==> src/rtl/corner_locator.sv <==
// corner_locator: finds, per image quadrant, the marker pixel nearest the outer corner and publishes the four corners at frame end.
// Define CORNER_SMOOTH_EN to average each new corner with the previously published one.
module corner_locator #(
  parameter int         H_ACTIVE = 800,
  parameter int         V_ACTIVE = 600,
  parameter logic [9:0] R_MIN    = 10'd640,
  parameter logic [9:0] GB_MAX   = 10'd256,
  parameter int         MIN_HITS = 16
) (
  input  logic        i_clk,
  input  logic        i_rst_n,
  input  logic        i_valid,
  input  logic [31:0] i_data,
  input  logic        i_pause,
  output logic        o_addr_valid,
  output logic        o_enable,
  output logic [19:0] o_ul_addr,
  output logic [19:0] o_ur_addr,
  output logic [19:0] o_dl_addr,
  output logic [19:0] o_dr_addr
);
  localparam logic [9:0] COL_LAST = 10'(H_ACTIVE - 1);
  localparam logic [9:0] ROW_LAST = 10'(V_ACTIVE - 1);
  localparam logic [9:0] COL_HALF = 10'(H_ACTIVE / 2);
  localparam logic [9:0] ROW_HALF = 10'(V_ACTIVE / 2);
  localparam logic [7:0] HIT_MIN  = 8'(MIN_HITS);
  typedef enum logic {SCAN, PUBLISH} state_t;
  state_t      r_state, w_next;
  logic        r_paused;
  logic [9:0]  r_row, r_col;
  logic [10:0] r_best_d [4];
  logic [19:0] r_best_a [4];
  logic [7:0]  r_hits [4];
  logic [19:0] r_addr [4];
  logic [10:0] w_dist [4];
  logic [10:0] w_nd [4];
  logic [19:0] w_na [4];
  logic [19:0] w_pub [4];
  logic [7:0]  w_nh [4];
  logic [3:0]  w_hit, w_better;
  logic [1:0]  w_q;
  logic [10:0] w_row, w_col, w_row_inv, w_col_inv;
  logic        w_marker, w_end, w_found;
`ifdef CORNER_SMOOTH_EN
  function automatic logic [9:0] avg(input logic [9:0] a, input logic [9:0] b);
    logic [10:0] s;
    s = {1'b0, a} + {1'b0, b};
    return s[10:1];
  endfunction
`endif
  assign o_ul_addr = r_addr[0];
  assign o_ur_addr = r_addr[1];
  assign o_dl_addr = r_addr[2];
  assign o_dr_addr = r_addr[3];
  // Quadrant index is {bottom, right}: UL=0, UR=1, DL=2, DR=3.
  always_comb begin
    w_marker  = i_valid && i_data[29:20] >= R_MIN && i_data[19:10] < GB_MAX && i_data[9:0] < GB_MAX;
    w_end     = i_valid && r_row == ROW_LAST && r_col == COL_LAST;
    w_q       = {r_row >= ROW_HALF, r_col >= COL_HALF};
    w_row     = {1'b0, r_row};
    w_col     = {1'b0, r_col};
    w_row_inv = {1'b0, ROW_LAST - r_row};
    w_col_inv = {1'b0, COL_LAST - r_col};
    w_dist[0] = w_row + w_col;
    w_dist[1] = w_row + w_col_inv;
    w_dist[2] = w_row_inv + w_col;
    w_dist[3] = w_row_inv + w_col_inv;
    w_found   = 1'b1;
    for (int q = 0; q < 4; q++) begin
      w_hit[q]    = w_marker && w_q == 2'(q);
      w_better[q] = w_hit[q] && w_dist[q] < r_best_d[q];
      w_nd[q]     = w_better[q] ? w_dist[q] : r_best_d[q];
      w_na[q]     = w_better[q] ? {r_row, r_col} : r_best_a[q];
      w_nh[q]     = (w_hit[q] && r_hits[q] != 8'hFF) ? r_hits[q] + 8'd1 : r_hits[q];
      w_found     = w_found && w_nh[q] >= HIT_MIN;
`ifdef CORNER_SMOOTH_EN
      w_pub[q]    = o_enable ? {avg(r_addr[q][19:10], w_na[q][19:10]), avg(r_addr[q][9:0], w_na[q][9:0])} : w_na[q];
`else
      w_pub[q]    = w_na[q];
`endif
    end
  end
  always_ff @(posedge i_clk or negedge i_rst_n) begin
    if (!i_rst_n) begin
      r_state  <= SCAN;
      r_paused <= 1'b0;
    end else begin
      r_state  <= w_next;
      if (w_end) r_paused <= i_pause;
    end
  end
  always_comb begin
    w_next       = (r_state == SCAN && w_end) ? PUBLISH : SCAN;
    o_addr_valid = r_state == PUBLISH && !r_paused;
  end
  // Trackers restart on the frame-end edge while the results including the last pixel are published.
  always_ff @(posedge i_clk or negedge i_rst_n) begin
    if (!i_rst_n) begin
      r_row    <= '0;
      r_col    <= '0;
      o_enable <= 1'b0;
      for (int q = 0; q < 4; q++) begin
        r_best_d[q] <= '1;
        r_best_a[q] <= '0;
        r_hits[q]   <= '0;
        r_addr[q]   <= '0;
      end
    end else begin
      if (i_valid) begin
        r_col <= r_col == COL_LAST ? '0 : r_col + 10'd1;
        if (r_col == COL_LAST) r_row <= r_row == ROW_LAST ? '0 : r_row + 10'd1;
      end
      for (int q = 0; q < 4; q++) begin
        r_best_d[q] <= w_end ? '1 : w_nd[q];
        r_best_a[q] <= w_end ? '0 : w_na[q];
        r_hits[q]   <= w_end ? '0 : w_nh[q];
      end
      if (w_end && !i_pause) begin
        o_enable <= w_found;
        if (w_found) for (int q = 0; q < 4; q++) r_addr[q] <= w_pub[q];
      end
    end
  end
endmodule

==> config.mk <==
export PLATFORM = sky130hd
export DESIGN_NAME = corner_locator
export DESIGN_NICKNAME = d
export VERILOG_FILES = /design/src/rtl/corner_locator.sv
export SDC_FILE = /design/constraint.sdc
export NUM_CORES = 1
export LEC_CHECK = 0
export BUFFER_PORTS_ARGS = -buffer_cell sky130_fd_sc_hd__buf_2
export CELL_PAD_IN_SITES_DETAIL_PLACEMENT = 1
export CELL_PAD_IN_SITES_GLOBAL_PLACEMENT = 2
export CORE_MARGIN = 2
export CORE_UTILIZATION = 42
export CTS_CLUSTER_DIAMETER = 60
export CTS_CLUSTER_SIZE = 12
export DETAILED_ROUTE_END_ITERATION = 10
export GPL_TIMING_DRIVEN = 0
export PLACE_DENSITY_LB_ADDON = 0.1
export SLEW_MARGIN = 20
export SYNTH_ARGS = -nofsm -noshare
export SYNTH_HDL_FRONTEND = slang
export SYNTH_SLANG_ARGS = --single-unit
==> constraint.sdc <==
create_clock -name i_clk -period 8.9 [get_ports i_clk]
set_clock_uncertainty 0.1 [all_clocks]
set_input_delay 0.89 -clock i_clk [delete_from_list [all_inputs] [get_ports i_clk]]
set_output_delay 0.89 -clock i_clk [all_outputs]
set_load 0.01 [all_outputs]
# Word level (Yosys, flattened, before mapping)
# Cells that the tools add are included.
op_classes:
  mux: 27
  add_sub_neg: 12
  reduce_logical: 32
  n_eq_ne: 9
  magnitude_cmp: 13
  bitwise_logic: 1
op_table:
  columns: ["cell", "n"]
  rows:
  - ["two-way mux 20 bit", 8]
  - ["two-way mux 11 bit", 8]
  - ["two-way mux 8 bit", 8]
  - ["adder 10 x 10 -> 11 bit", 4]
  - ["< comparator 11 bit", 4]
  - ["adder 8 x 1 -> 8 bit (second input constant)", 4]
  - [">= comparator 8 x 5 -> 1 bit (second input constant)", 4]
  - ["inequality test 8 bit (second input constant)", 4]
  - ["logical AND 1 bit", 23]
  - ["adder 10 x 1 -> 10 bit (second input constant)", 2]
  - ["equality test 10 bit (second input constant)", 2]
  - [">= comparator 10 x 9 -> 1 bit (second input constant)", 2]
  - ["< comparator 10 x 9 -> 1 bit (second input constant)", 2]
  - ["two-way mux 10 bit", 2]
  - ["subtractor 10 bit (first input constant)", 2]
  - [">= comparator 10 bit (second input constant)", 1]
  - ["nonzero test 2 bit", 4]
  - ["equality test 2 bit (second input constant)", 2]
  - ["AND reduction 2 bit", 2]
  - ["equality test 2 x 1 -> 1 bit (second input constant)", 1]
  - ["zero test 1 bit", 2]
  - ["zero test 2 bit", 1]
  - ["two-way mux 1 bit", 1]
  - ["inverter 1 bit", 1]
totals:
  out_inout_bits: 82
  input_bits: 36
  ff_bits: 259
  word_cells: 115

# Logic depth before layout (Yosys ltp)
depth:
  word_depth: 12
  ltp_mapped: 21
  depth_no_buf: 18

# Worst setup path before layout
# Ideal clock, no wire load.
synth_path:
  path_type: "reg2reg"
  startpoint: "reg r_col[2]"
  endpoint: "reg r_addr (netlist bit o_ur_addr[17])"
  path_stages_with_launch: 22
  synth_period_minus_slack_ns: 4.709
  setup_time_ns: 0.124
  required_time_ns: 8.676
  path_buffers: 4
  t_arrival_ns: 4.485
  setup_slack_ns: 4.191
  path_cell_list: "dfrtp_1 > clkbuf_1 > inv_1 > ha_1 > clkbuf_1 > inv_1 > o21a_1 > o21a_1 > o21a_1 > o41ai_1 > xnor2_1 > ha_1 > o21a_1 > o21a_1 > o21a_1 > o21ai_0 > a31oi_1 > or3b_2 > buf_2 > clkbuf_1 > mux2i_1 > o21ai_2"
synth_via:
  elab_chain_len: 10
  word_cells_on_any_way: 33
  cone_classes: "2 x add/sub; 6 x order compare; 4 x eq/ne; 5 x mux; 16 x reduce/logical"
synth_rtl:
  columns: ["element", "line", "source"]
  rows:
  - ["start: declaration", "30", "logic [9:0] r_row, r_col;"]
  - ["start signal: assignment", "110", "r_col <= r_col == COL_LAST ? '0 : r_col + 10'd1;"]
  - ["parallel branches: the longest is 10 deep, another holds adder 10 x 10 -> 11 bit", null, null]
  - ["end signal: indexed assignment", "106", "r_addr[q] <= '0;"]
  - ["end: declaration", "34", "logic [19:0] r_addr [4];"]
# Parallel ways; which one is timed is not known.
# A chain may end at the register's enable or synchronous reset.

# Final worst setup path
# Ends and elaborated chain as after synthesis.

==> impl_metrics.env <==
export IMPL_drt_iter0_markers=392
export IMPL_timing_fmax_mhz=162
export IMPL_vias=10300
export IMPL_area_growth_syn_to_layout_pct=15.0
export IMPL_synthFlopType="dfrtp_1"
export IMPL_synth_nets=1494
export IMPL_synth_edf_count=0
export IMPL_die_y_um=184
export IMPL_clockBufferDepth=3
export IMPL_grt_pass1_wl_um=62700
export IMPL_setup_tns_ns=0
export IMPL_synth_compound_area_frac=0.114
export IMPL_start_kind="register"
export IMPL_p_seq_frac=0.340
export IMPL_cts_hold_buf=0
export IMPL_h_tree_depth=1
export IMPL_cts_setup_buffers=0
export IMPL_synthAdderAreaFrac=0.0871
export IMPL_p_leak_nw=7.93
export IMPL_rrSetupSlack_ns=2.73
export IMPL_worstSkewPairLatency_ns=0.58
export IMPL_period_needed_ns=6.17
export IMPL_rsz0062_at_grt="false"
export IMPL_switchingPower_w=0.00142
export IMPL_dpl_hpwl_um=28600
export IMPL_track_usage=0.241
export IMPL_fillers=3554
export IMPL_placed_cell_area_mm2=0.0146
export IMPL_cts_root_buf="clkbuf_16"
export IMPL_gp_congestion=0.842
export IMPL_path_class="reg -> reg"
export IMPL_final_area_mm2=0.0156
export IMPL_synth_seq_cells=259
export IMPL_critPathMaxFanout=10
export IMPL_vias_per_cell=5.41
export IMPL_clock_sinks=259
export IMPL_dieArea_mm2=0.0337
export IMPL_cts_buffers=31
export IMPL_cts_resized=0
export IMPL_grt_start_max_net_pins=81
export IMPL_p_sw_frac=0.362
export IMPL_synthSimpleGateAreaFrac=0.154
export IMPL_synthMuxAreaShare=0.0712
export IMPL_synth_xor_area_share=0.0452
export IMPL_core_mm2=0.0316
export IMPL_synth_cells=1366
export IMPL_p_int_w=0.00251
export IMPL_ant_nets=0
export IMPL_drc=0
export IMPL_clk_pin_slew_worst_paths_ns=0.06
export IMPL_cp_end_kind="register"
export IMPL_rows=65
export IMPL_finalSetupViolations=0
export IMPL_die_w_um=184
export IMPL_clock_power_share=0.318
export IMPL_io_pins=118
export IMPL_regArea_mm2=0.00654
export IMPL_synth_area_per_cell_um2=9.93
export IMPL_reg2regPathDepth=20
export IMPL_drv_cap=0
export IMPL_synth_cell_types=68
export IMPL_slew_headroom=0.234
export IMPL_diodes=0
export IMPL_ir_drop_v=0.000189
export IMPL_antenna_found_initial=0
export IMPL_hold_viol_final=0
export IMPL_nets=1621
export IMPL_pwr_share_comb=0.342
export IMPL_min_period_over_period=0.693
export IMPL_powerDensity_mw_per_mm2=252
export IMPL_regToRegStartpoint="r_col[2]$_DFFE_PN0P_"
export IMPL_synthesis_area_mm2=0.0136
export IMPL_overflow=0
export IMPL_hold_path_class="in -> async"
export IMPL_multi_input_area_mm2=0.00641
export IMPL_hold_slack_ns=0.140
export IMPL_power_w=0.00393
export IMPL_synth_async_sr_flop_share=1.00
export IMPL_yosys_warnings=0
export IMPL_arrival_ns=6.53
export IMPL_drive_gt1_frac=0.161
export IMPL_start_util=0.429
export IMPL_synth_top_family_by_area="simple AND/OR/NAND/NOR gates"
export IMPL_cts_tree="done"
export IMPL_worstMarginPinSlew_ns=1.14
export IMPL_r2r_end="o_ur_addr[17]$_DFFE_PN0P_"
export IMPL_routed_wl_um=39300
export IMPL_portBuffers=91
export IMPL_first_pass_iters=4
export IMPL_grt_pass1_vias=10900
export IMPL_slew_viol_final=0
export IMPL_outcome="finished clean"
export IMPL_required_ns=9.26
export IMPL_yosysSeqAreaShare=0.482
export IMPL_wl_per_cell_um=20.6
## state kept, by name, indices dropped and copies added (netlist names)
name       cells
r_col         10
r_best_d      44
r_state        1
o_ur_addr     20
o_ul_addr     20
o_dr_addr     20
r_hits        32
o_enable       1
r_best_a      80
r_paused       1
o_dl_addr     20
r_row         10
## placed cells by master (no fill, tap or decap), types with 7 or more instances in the layout
cell type	Yosys	layout
clkbuf_16	0	31
and3_1	9	9
o21a_1	15	15
o21ai_2	11	12
mux2i_1	92	92
nand2b_1	12	12
nand4_1	11	11
o21ai_1	69	68
a21o_1	10	10
nor3_1	24	23
nand3_1	31	31
nor4_1	10	9
buf_6	11	11
nor2_1	167	167
dfstp_2	44	44
nor2b_1	10	10
xnor2_1	41	41
inv_1	71	71
o21ai_0	46	46
a21oi_1	45	45
nand2_1	145	145
xor2_1	29	29
a31oi_1	14	14
and2_1	7	7
buf_2	11	101
ha_1	88	88
dfrtp_1	215	215
clkbuf_1	45	45
## cell families (layout without fill, tap and decap cells)
group / after synthesis / in the layout
simple gates: 456 / 456
flops: 259 / 259
compound gates: 252 / 252
buf+inv: 141 / 281
mux: 96 / 96
fa+ha+maj: 92 / 92
xor+xnor: 70 / 70
## final cells by class
type                            count  share of cell area
Tap cell                          402              0.0322
Multi-Input combinational cell    966               0.411
Clock inverter                     15              0.0128
Sequential cell                   259               0.419
Inverter                           71              0.0171
Clock buffer                       31              0.0497
Timing Repair Buffer               94              0.0351
Buffer                             70              0.0231
## worst max-delay path by stage
stage               depth (start not counted)  slack (ns)                         to                 start
floorplan                                  21        4.19  o_ur_addr[17]$_DFFE_PN0P_  r_col[2]$_DFFE_PN0P_
global placement                            1        1.85  o_dr_addr[10]$_DFFE_PN0P_               i_rst_n
detailed placement                         20        2.70   r_best_d[34]$_DFFE_PN1P_  r_col[2]$_DFFE_PN0P_
CTS                                        20        2.68   r_best_d[34]$_DFFE_PN1P_  r_col[2]$_DFFE_PN0P_
global route                               20        2.32     r_best_a[57]$_DFF_PN0_  r_col[2]$_DFFE_PN0P_
finish                                     20        2.73  o_ur_addr[17]$_DFFE_PN0P_  r_col[2]$_DFFE_PN0P_
## cells in the mapped netlist, drive strengths merged, types with 4 or more instances
| cell type | count | area share |
|---|---|---|
| a211o | 4 | 0.0026 |
| a21o | 10 | 0.0055 |
| a21oi | 45 | 0.017 |
| a31oi | 15 | 0.0074 |
| and2 | 8 | 0.0037 |
| and3 | 9 | 0.0042 |
| buf | 24 | 0.014 |
| clkbuf | 46 | 0.013 |
| dfrtp | 215 | 0.40 |
| dfstp | 44 | 0.085 |
| fa | 4 | 0.0059 |
| ha | 88 | 0.081 |
| inv | 71 | 0.020 |
| mux2 | 4 | 0.0033 |
| mux2i | 92 | 0.068 |
| nand2 | 145 | 0.040 |
| nand2b | 12 | 0.0055 |
| nand3 | 31 | 0.011 |
| nand4 | 11 | 0.0051 |
| nor2 | 167 | 0.046 |
| nor2b | 10 | 0.0046 |
| nor3 | 26 | 0.010 |
| nor4 | 14 | 0.0096 |
| o211ai | 5 | 0.0028 |
| o21a | 15 | 0.0083 |
| o21ai | 126 | 0.050 |
| o21bai | 6 | 0.0033 |
| or2 | 5 | 0.0023 |
| or3 | 6 | 0.0028 |
| xnor2 | 41 | 0.026 |
| xor2 | 29 | 0.019 |
## stage by stage
step | setup WS (ns) | utilization | std cells
after floorplan | 4.19 | - | 1366
after global placement | 1.85 | 0.459 | 1859
after detailed placement | 2.70 | 0.462 | 1862
after CTS | 2.68 | 0.493 | 1908
after global routing | 2.32 | 0.493 | 1908
final | 2.73 | 0.493 | 1908
## power by group through the flow
stage / registers (W) / logic, W / clock network, W
after floorplan: 0.00133 / 0.000943 / 0
after global placement: 0.00135 / 0.00130 / 0
after detailed placement: 0.00136 / 0.00134 / 0
after CTS: 0.00134 / 0.00135 / 0.00129
after global routing: 0.00134 / 0.00152 / 0.00133
final: 0.00134 / 0.00134 / 0.00125
## critical path, cell delays in order, from the launching register on
cell and delay [ns]:
dfrtp_1 0.38, clkbuf_1 0.51, inv_1 0.22, ha_1 0.33, clkbuf_1 0.44, inv_1 0.17, o21a_1 0.17, o21a_1 0.20
o21a_1 0.20, o41ai_1 0.53, mux2i_1 0.22, or2_2 0.33, ha_1 0.27, o21a_1 0.10, o21ai_0 0.07, a31oi_1 0.26
or3b_2 0.17, buf_2 0.31, clkbuf_1 0.58, mux2i_1 0.39, o21ai_2 0.10
## routing by layer
metal | up-vias | global-route usage | part of all wire
met3 | 51 | 0.0285 | 0.032
met1 | 5208 | 0.335 | 0.47
li1 | 4917 | - | -
met2 | 147 | 0.401 | 0.47
met5 | - | 0 | 0
met4 | 0 | 0.0627 | 0.023
No activity file was read; power rests on OpenSTA's default activity.
